===== config.mk =====
export PLATFORM = sky130hd
export DESIGN_NAME = viterbi_link_ctrl
export DESIGN_NICKNAME = d
export VERILOG_FILES = /design/src/rtl/viterbi_ctrl_pkg.sv /design/src/rtl/viterbi_err_sched.sv /design/src/rtl/viterbi_link_ctrl.sv
export SDC_FILE = /design/constraint.sdc
export NUM_CORES = 1
export LEC_CHECK = 0
export CORE_MARGIN = 2
export CORE_UTILIZATION = 52
export DETAILED_ROUTE_END_ITERATION = 6
export PLACE_DENSITY = 0.88
export RECOVER_POWER = 100
export SYNTH_ARGS = -nofsm -noshare
export SYNTH_HDL_FRONTEND = slang
export SYNTH_SLANG_ARGS = --single-unit

===== constraint.sdc =====
create_clock -name clk -period 1.95 [get_ports clk]
set_clock_uncertainty 0.05 [all_clocks]
set_input_delay 0.195 -clock clk [delete_from_list [all_inputs] [get_ports clk]]
set_output_delay 0.195 -clock clk [all_outputs]
set_load 0.05 [all_outputs]

===== src/rtl/viterbi_ctrl_pkg.sv =====
// Shared types and constants for the Viterbi link controller.
// Holds the FSM state encoding, code constraint length and counter widths.
package viterbi_ctrl_pkg;

    localparam int unsigned K        = 3;
    localparam int unsigned TAIL_LEN = K - 1;
    localparam int unsigned CNT_W    = 8;
    // Wide enough for FRAME_LEN + TAIL_LEN - 1 at FRAME_LEN = 256, and for N up to 7.
    localparam int unsigned T_W      = 9;

    localparam logic [CNT_W-1:0] CNT_MAX = '1;

    typedef enum logic [2:0] {
        StIdle,
        StSend,
        StFlush,
        StDrain,
        StDone
    } state_e;

    function automatic logic [CNT_W-1:0] sat_inc(input logic [CNT_W-1:0] v);
        return (v == CNT_MAX) ? v : v + 1'b1;
    endfunction

endpackage


===== src/rtl/viterbi_err_sched.sv =====
// Transmit-cycle counter and periodic error-injection scheduler.
// A slot fires on every transmit cycle whose low N counter bits are all ones.
module viterbi_err_sched
    import viterbi_ctrl_pkg::*;
#(
    parameter int unsigned N = 4
) (
    input  logic             clk,
    input  logic             rst,
    input  logic             clr_i,
    input  logic             tx_now_i,
    input  logic             tx_next_i,
    input  logic             err_en_i,
    input  logic [1:0]       err_mask_i,
    output logic [T_W-1:0]   t_o,
    output logic [1:0]       err_inj_o,
    output logic [CNT_W-1:0] inj_ct_o
);

    logic [T_W-1:0]   t_q, t_d;
    logic             err_en_q;
    logic [1:0]       mask_q;
    logic             slot_q, slot_d;
    logic [1:0]       inj_q;
    logic [CNT_W-1:0] inj_ct_q, inj_ct_d;

    always_comb begin
        t_d = t_q;
        if (clr_i) begin
            t_d = '0;
        end else if (tx_now_i) begin
            t_d = t_q + 1'b1;
        end
        // t_d is 0 on the accept edge, so stale err_en/mask never reach a slot.
        slot_d = tx_next_i && err_en_q && (&t_d[N-1:0]);

        inj_ct_d = inj_ct_q;
        if (clr_i) begin
            inj_ct_d = '0;
        end else if (slot_q) begin
            inj_ct_d = sat_inc(inj_ct_q);
        end
    end

    always_ff @(posedge clk) begin
        if (rst) begin
            t_q      <= '0;
            err_en_q <= 1'b0;
            mask_q   <= '0;
            slot_q   <= 1'b0;
            inj_q    <= '0;
            inj_ct_q <= '0;
        end else begin
            t_q      <= t_d;
            slot_q   <= slot_d;
            inj_q    <= slot_d ? mask_q : 2'b00;
            inj_ct_q <= inj_ct_d;
            if (clr_i) begin
                err_en_q <= err_en_i;
                mask_q   <= err_mask_i;
            end
        end
    end

    assign t_o       = t_q;
    assign err_inj_o = inj_q;
    assign inj_ct_o  = inj_ct_q;

endmodule


===== src/rtl/viterbi_link_ctrl.sv =====
// Frame sequencer around a convolutional encoder / Viterbi decoder link.
// Streams a payload plus tail, injects scheduled channel errors and counts decoded-bit errors.
module viterbi_link_ctrl
    import viterbi_ctrl_pkg::*;
#(
    parameter int unsigned FRAME_LEN = 64,
    parameter int unsigned DEC_LAT   = 8,
    parameter int unsigned N         = 4
) (
    input  logic                 clk,
    input  logic                 rst,
    input  logic                 start_i,
    input  logic [FRAME_LEN-1:0] payload_i,
    input  logic                 err_en_i,
    input  logic [1:0]           err_mask_i,
    output logic                 enc_enable_o,
    output logic                 enc_data_o,
    output logic [1:0]           err_inj_o,
    input  logic                 dec_data_i,
    output logic                 busy_o,
    output logic                 done_o,
    output logic [CNT_W-1:0]     bit_err_ct_o,
    output logic [CNT_W-1:0]     inj_ct_o
);

    localparam logic [T_W-1:0] LastSend  = T_W'(FRAME_LEN - 1);
    localparam logic [T_W-1:0] LastFlush = T_W'(FRAME_LEN + TAIL_LEN - 1);

    state_e               state_q, state_d;
    logic [FRAME_LEN-1:0] sh_q, sh_d;
    logic [T_W-1:0]       t;
    logic                 accept, tx_now;
    logic                 enc_en_q, enc_en_d;
    logic                 enc_data_q, enc_data_d;
    logic                 busy_q, busy_d;
    logic                 done_q, done_d;
    logic [DEC_LAT-1:0]   vld_q, vld_d, exp_q, exp_d, lst_q, lst_d;
    logic                 cap_valid, cap_last, cap_err;
    logic                 last_seen_q, last_seen_d;
    logic [CNT_W-1:0]     bit_err_q, bit_err_d;

    assign accept    = (state_q == StIdle) && start_i;
    assign tx_now    = (state_q == StSend) || (state_q == StFlush);
    assign cap_valid = vld_q[DEC_LAT-1];
    assign cap_last  = cap_valid && lst_q[DEC_LAT-1];
    assign cap_err   = cap_valid && (dec_data_i != exp_q[DEC_LAT-1]);

    always_comb begin
        state_d = state_q;
        unique case (state_q)
            StIdle:  if (start_i) state_d = StSend;
            StSend:  if (t == LastSend) state_d = StFlush;
            StFlush: if (t == LastFlush) state_d = StDrain;
            // last_seen_q covers DEC_LAT short enough for the last capture to land in FLUSH.
            StDrain: if (cap_last || last_seen_q) state_d = StDone;
            StDone:  state_d = StIdle;
            default: state_d = StIdle;
        endcase
    end

    // Outputs are registered from the next state so they line up with state_q.
    always_comb begin
        sh_d = sh_q;
        if (accept) begin
            sh_d = payload_i;
        end else if (state_q == StSend) begin
            sh_d = sh_q >> 1;
        end

        enc_en_d   = (state_d == StSend) || (state_d == StFlush);
        enc_data_d = 1'b0;
        if (state_d == StSend) begin
            enc_data_d = accept ? payload_i[0] : sh_q[1];
        end
        busy_d = (state_d != StIdle);
        done_d = (state_d == StDone);

        // Delay line tagging each sent bit with its reference value and last-bit flag.
        vld_d    = '0;
        exp_d    = '0;
        lst_d    = '0;
        vld_d[0] = (state_q == StSend);
        exp_d[0] = enc_data_q;
        lst_d[0] = (state_q == StSend) && (t == LastSend);
        for (int i = 1; i < int'(DEC_LAT); i++) begin
            vld_d[i] = vld_q[i-1];
            exp_d[i] = exp_q[i-1];
            lst_d[i] = lst_q[i-1];
        end

        last_seen_d = last_seen_q;
        bit_err_d   = bit_err_q;
        if (accept) begin
            last_seen_d = 1'b0;
            bit_err_d   = '0;
        end else begin
            if (cap_last) last_seen_d = 1'b1;
            if (cap_err)  bit_err_d = sat_inc(bit_err_q);
        end
    end

    always_ff @(posedge clk) begin
        if (rst) begin
            state_q     <= StIdle;
            sh_q        <= '0;
            enc_en_q    <= 1'b0;
            enc_data_q  <= 1'b0;
            busy_q      <= 1'b0;
            done_q      <= 1'b0;
            vld_q       <= '0;
            exp_q       <= '0;
            lst_q       <= '0;
            last_seen_q <= 1'b0;
            bit_err_q   <= '0;
        end else begin
            state_q     <= state_d;
            sh_q        <= sh_d;
            enc_en_q    <= enc_en_d;
            enc_data_q  <= enc_data_d;
            busy_q      <= busy_d;
            done_q      <= done_d;
            vld_q       <= vld_d;
            exp_q       <= exp_d;
            lst_q       <= lst_d;
            last_seen_q <= last_seen_d;
            bit_err_q   <= bit_err_d;
        end
    end

    viterbi_err_sched #(
        .N (N)
    ) u_err_sched (
        .clk        (clk),
        .rst        (rst),
        .clr_i      (accept),
        .tx_now_i   (tx_now),
        .tx_next_i  (enc_en_d),
        .err_en_i   (err_en_i),
        .err_mask_i (err_mask_i),
        .t_o        (t),
        .err_inj_o  (err_inj_o),
        .inj_ct_o   (inj_ct_o)
    );

    assign enc_enable_o = enc_en_q;
    assign enc_data_o   = enc_data_q;
    assign busy_o       = busy_q;
    assign done_o       = done_q;
    assign bit_err_ct_o = bit_err_q;

endmodule


==> out/qor.yml <==
initial_core_util_pct: 53.1
worstSetupPathType: "reg2reg"
grt.overflow.total: 0
hold_violations: 0
drtIter0Drc: 371
syn_area_um2: 5150
numCtsBuffers: 17
utilization_pct: 70.8
die_y_um: 103
rr_worst_depth: 6
area_growth_pct: 33.2
ant_nets: 0
diodes: 0
finalCritPeriodShare_pct: 100
grt_pass1_wl_um: 19100
cts_buffer_depth: 2
multi_input_area_um2: 2400
synth_edf_count: 0
min_to: "exp_q[5]"
whs_path_depth: 2
hp-start: "rst"
synth-seq-area-share_pct: 49.0
syn_inst: 608
ys_warn_count: 0
slew_viol_final: 0
final_cell_mix: "nand2_1 (136), dfxtp_1 (124), nor2_1 (84)"
dpl.hpwl_um: 7960
path_max_fanout: 4
startpoint_type: "flop"
ys.flop_type: "dfxtp_1"
synthArstFlopShare_pct: 0
hp-class: "in2reg"
h-tree-depth: 4
p_leak_nw: 2.62
max-slew-margin-rel_pct: 65.5
status: "complete, but fails checks"
min_period_ns: 1.95
tightest_slew_ns: 0.516
drc: 0
fin_ws_ns: -0.000690
core_area_um2: 9680
final_area_um2: 6860
pin_count: 93
numClockSinks: 126
vias: 4694
setup_violations: 1
fin_cells: 833
postCtsHoldBufs: 0
fmaxAchievable_mhz: 513
routed_wirelength_um: 12100
grt_max_degree: 50
power.density_nw_per_um2: 977
ys_seq_elements: 126
reg2reg_from: "u_err_sched.t_o[1]"
rsz0062_at_grt: "true"
crit_family: "compound AO/OA/AOI/OAI gates"
gp_congestion: 0.921
ir_worst_vdd_mv: 0.550
dpl_cell_area_um2: 6220
grt_usage_pct: 22.7
crit_chain: "inv_1 > ha_1 > nor4b_1 > a211o_1 > a221o_1 > nor4_1"
r2r-end: "u_err_sched.slot_q"
final_nets: 762
dr.pass1.iters: 5
avgSynthCellArea_um2: 8.46
seq_area_um2: 2520
drv_cap: 0
placed_cells: 800
drive_gt1_share_pct: 9.14
cp_slowest_cell: "a221o_1"
arrival_ns: 2.31
failed_checks: "negative setup slack"
cts_tree: "done"
crit_path_end_kind: "flop"
die_w_um: 103
vias_per_cell: 5.64
fillers: 702
layout_commonest_cell: "nand2_1"
path_clk_slew_ns: 0.06
first_global_vias: 4319
die-area_um2: 10700
critPathRequiredTime_ns: 2.31
synth_cell_types: 53
cts_root_buffer: "clkbuf_8"
cp_slowest_stage_delay_ns: 0.39
portBuffers: 92
syn-num-nets: 683
antenna_found_initial: 0
reg2reg_slack_ns: -0.0007
detail_route.wl_per_cell_um: 14.5
fp-row-count: 36
crit_buf_inv: 1
clk_latency_ns: 0.51
layout make-up:
type                    instances  area share (%)
well taps                     133            2.43
multi-input cells             427            35.0
flip-flops and latches        126            36.8
clock inverters                12            2.32
clock buffers                  20            6.64
inverters                       6           0.328
repair buffers                109            16.5
kinds of logic (layout without fill, tap and decap cells):
group / count (synthesis) / after routing / share of synthesized area [%]
XOR/XNOR: 12 / 12 / 2.04
buffers and inverters: 55 / 147 / 4.98
multiplexers: 3 / 3 / 0.584
flip-flops: 126 / 126 / 49.0
AO/OA/AOI/OAI: 109 / 109 / 16.6
adder cells (fa/ha/maj): 4 / 4 / 0.973
AND/OR/NAND/NOR: 299 / 299 / 25.8
state kept, by name, summed over array words and instances, names as in the netlist:
register / flops
busy_o: 1
u_err_sched.err_en_q: 1
state_q: 3
u_err_sched.inj_ct_o: 8
done_o: 1
u_err_sched.t_o: 9
u_err_sched.mask_q: 2
exp_q: 8
bit_err_ct_o: 8
lst_q: 8
enc_data_o: 1
u_err_sched.err_inj_o: 2
u_err_sched.slot_q: 1
enc_enable_o: 1
vld_q: 8
sh_q: 63
last_seen_q: 1
synthesized netlist by cell type, types with 3 or more instances:
cell / n / area share [%]
ha_1: 4 / 0.97
xor2_1: 6 / 1.0
or3_1: 11 / 1.3
a21oi_1: 15 / 1.5
dfxtp_1: 126 / 49
and3_1: 5 / 0.61
o21ai_0: 10 / 0.97
clkbuf_1: 27 / 2.0
xnor2_1: 6 / 1.0
nand3_1: 7 / 0.68
mux2i_1: 3 / 0.58
buf_2: 14 / 1.4
buf_1: 3 / 0.22
nand2_1: 136 / 9.9
nor2b_1: 23 / 2.8
nor2_1: 84 / 6.1
a311oi_1: 62 / 11
nor4_1: 7 / 0.85
nand4_1: 3 / 0.36
nand2b_1: 3 / 0.36
nor3_1: 8 / 0.78
inv_1: 6 / 0.44
worst max-delay path by stage:
stage / startpoint / end / cells past startpoint
after detailed placement: dec_data_i / bit_err_ct_o[7] / 5
after CTS: u_err_sched.err_inj_o[1] / err_inj_o[1] / 1
after floorplan: bit_err_ct_o[0] / bit_err_ct_o[3] / 6
final: u_err_sched.t_o[1] / u_err_sched.slot_q / 6
after global routing: u_err_sched.t_o[1] / u_err_sched.slot_q / 6
after global placement: start_i / u_err_sched.inj_ct_o[7] / 5
power breakdown:
group	switching (mW)	leakage, nW	internal, mW
clock	1.16	0.286	2.06
combinational	0.356	1.30	0.331
sequential	0.0786	1.03	2.72
total	1.59	2.62	5.11
metal layers:
metal	track usage, %	vias to the layer above	wire (um)
li1	-	2281	-
met1	27.0	2220	5010
met2	39.8	181	6210
met3	5.31	12	758
met4	8.70	0	115
met5	0	-	0
per-stage QoR:
stage | setup TNS, ns | hold slack [ns] | setup WS (ns) | power [mW]
5_1_grt | -0.0691 | 0.0988 | -0.0631 | 6.93
3_3_place_gp | -2.40 | 0.366 | -0.0525 | 3.49
2_1_floorplan | 0 | 0.279 | 0.0598 | 3.23
6_report | -0.000690 | 0.0635 | -0.000690 | 6.70
4_1_cts | 0 | 0.0594 | 0.0223 | 6.72
3_5_place_dp | -4.43 | 0.375 | -0.0934 | 3.52
timing repair:
item	in CTS	in global routing
endpoints found under the setup margin	16	19
buffers inserted	0	1
hold endpoints to repair	0	0
pin swaps	0	1
resized for setup	16	8
Power figures use the tool's default switching activity.
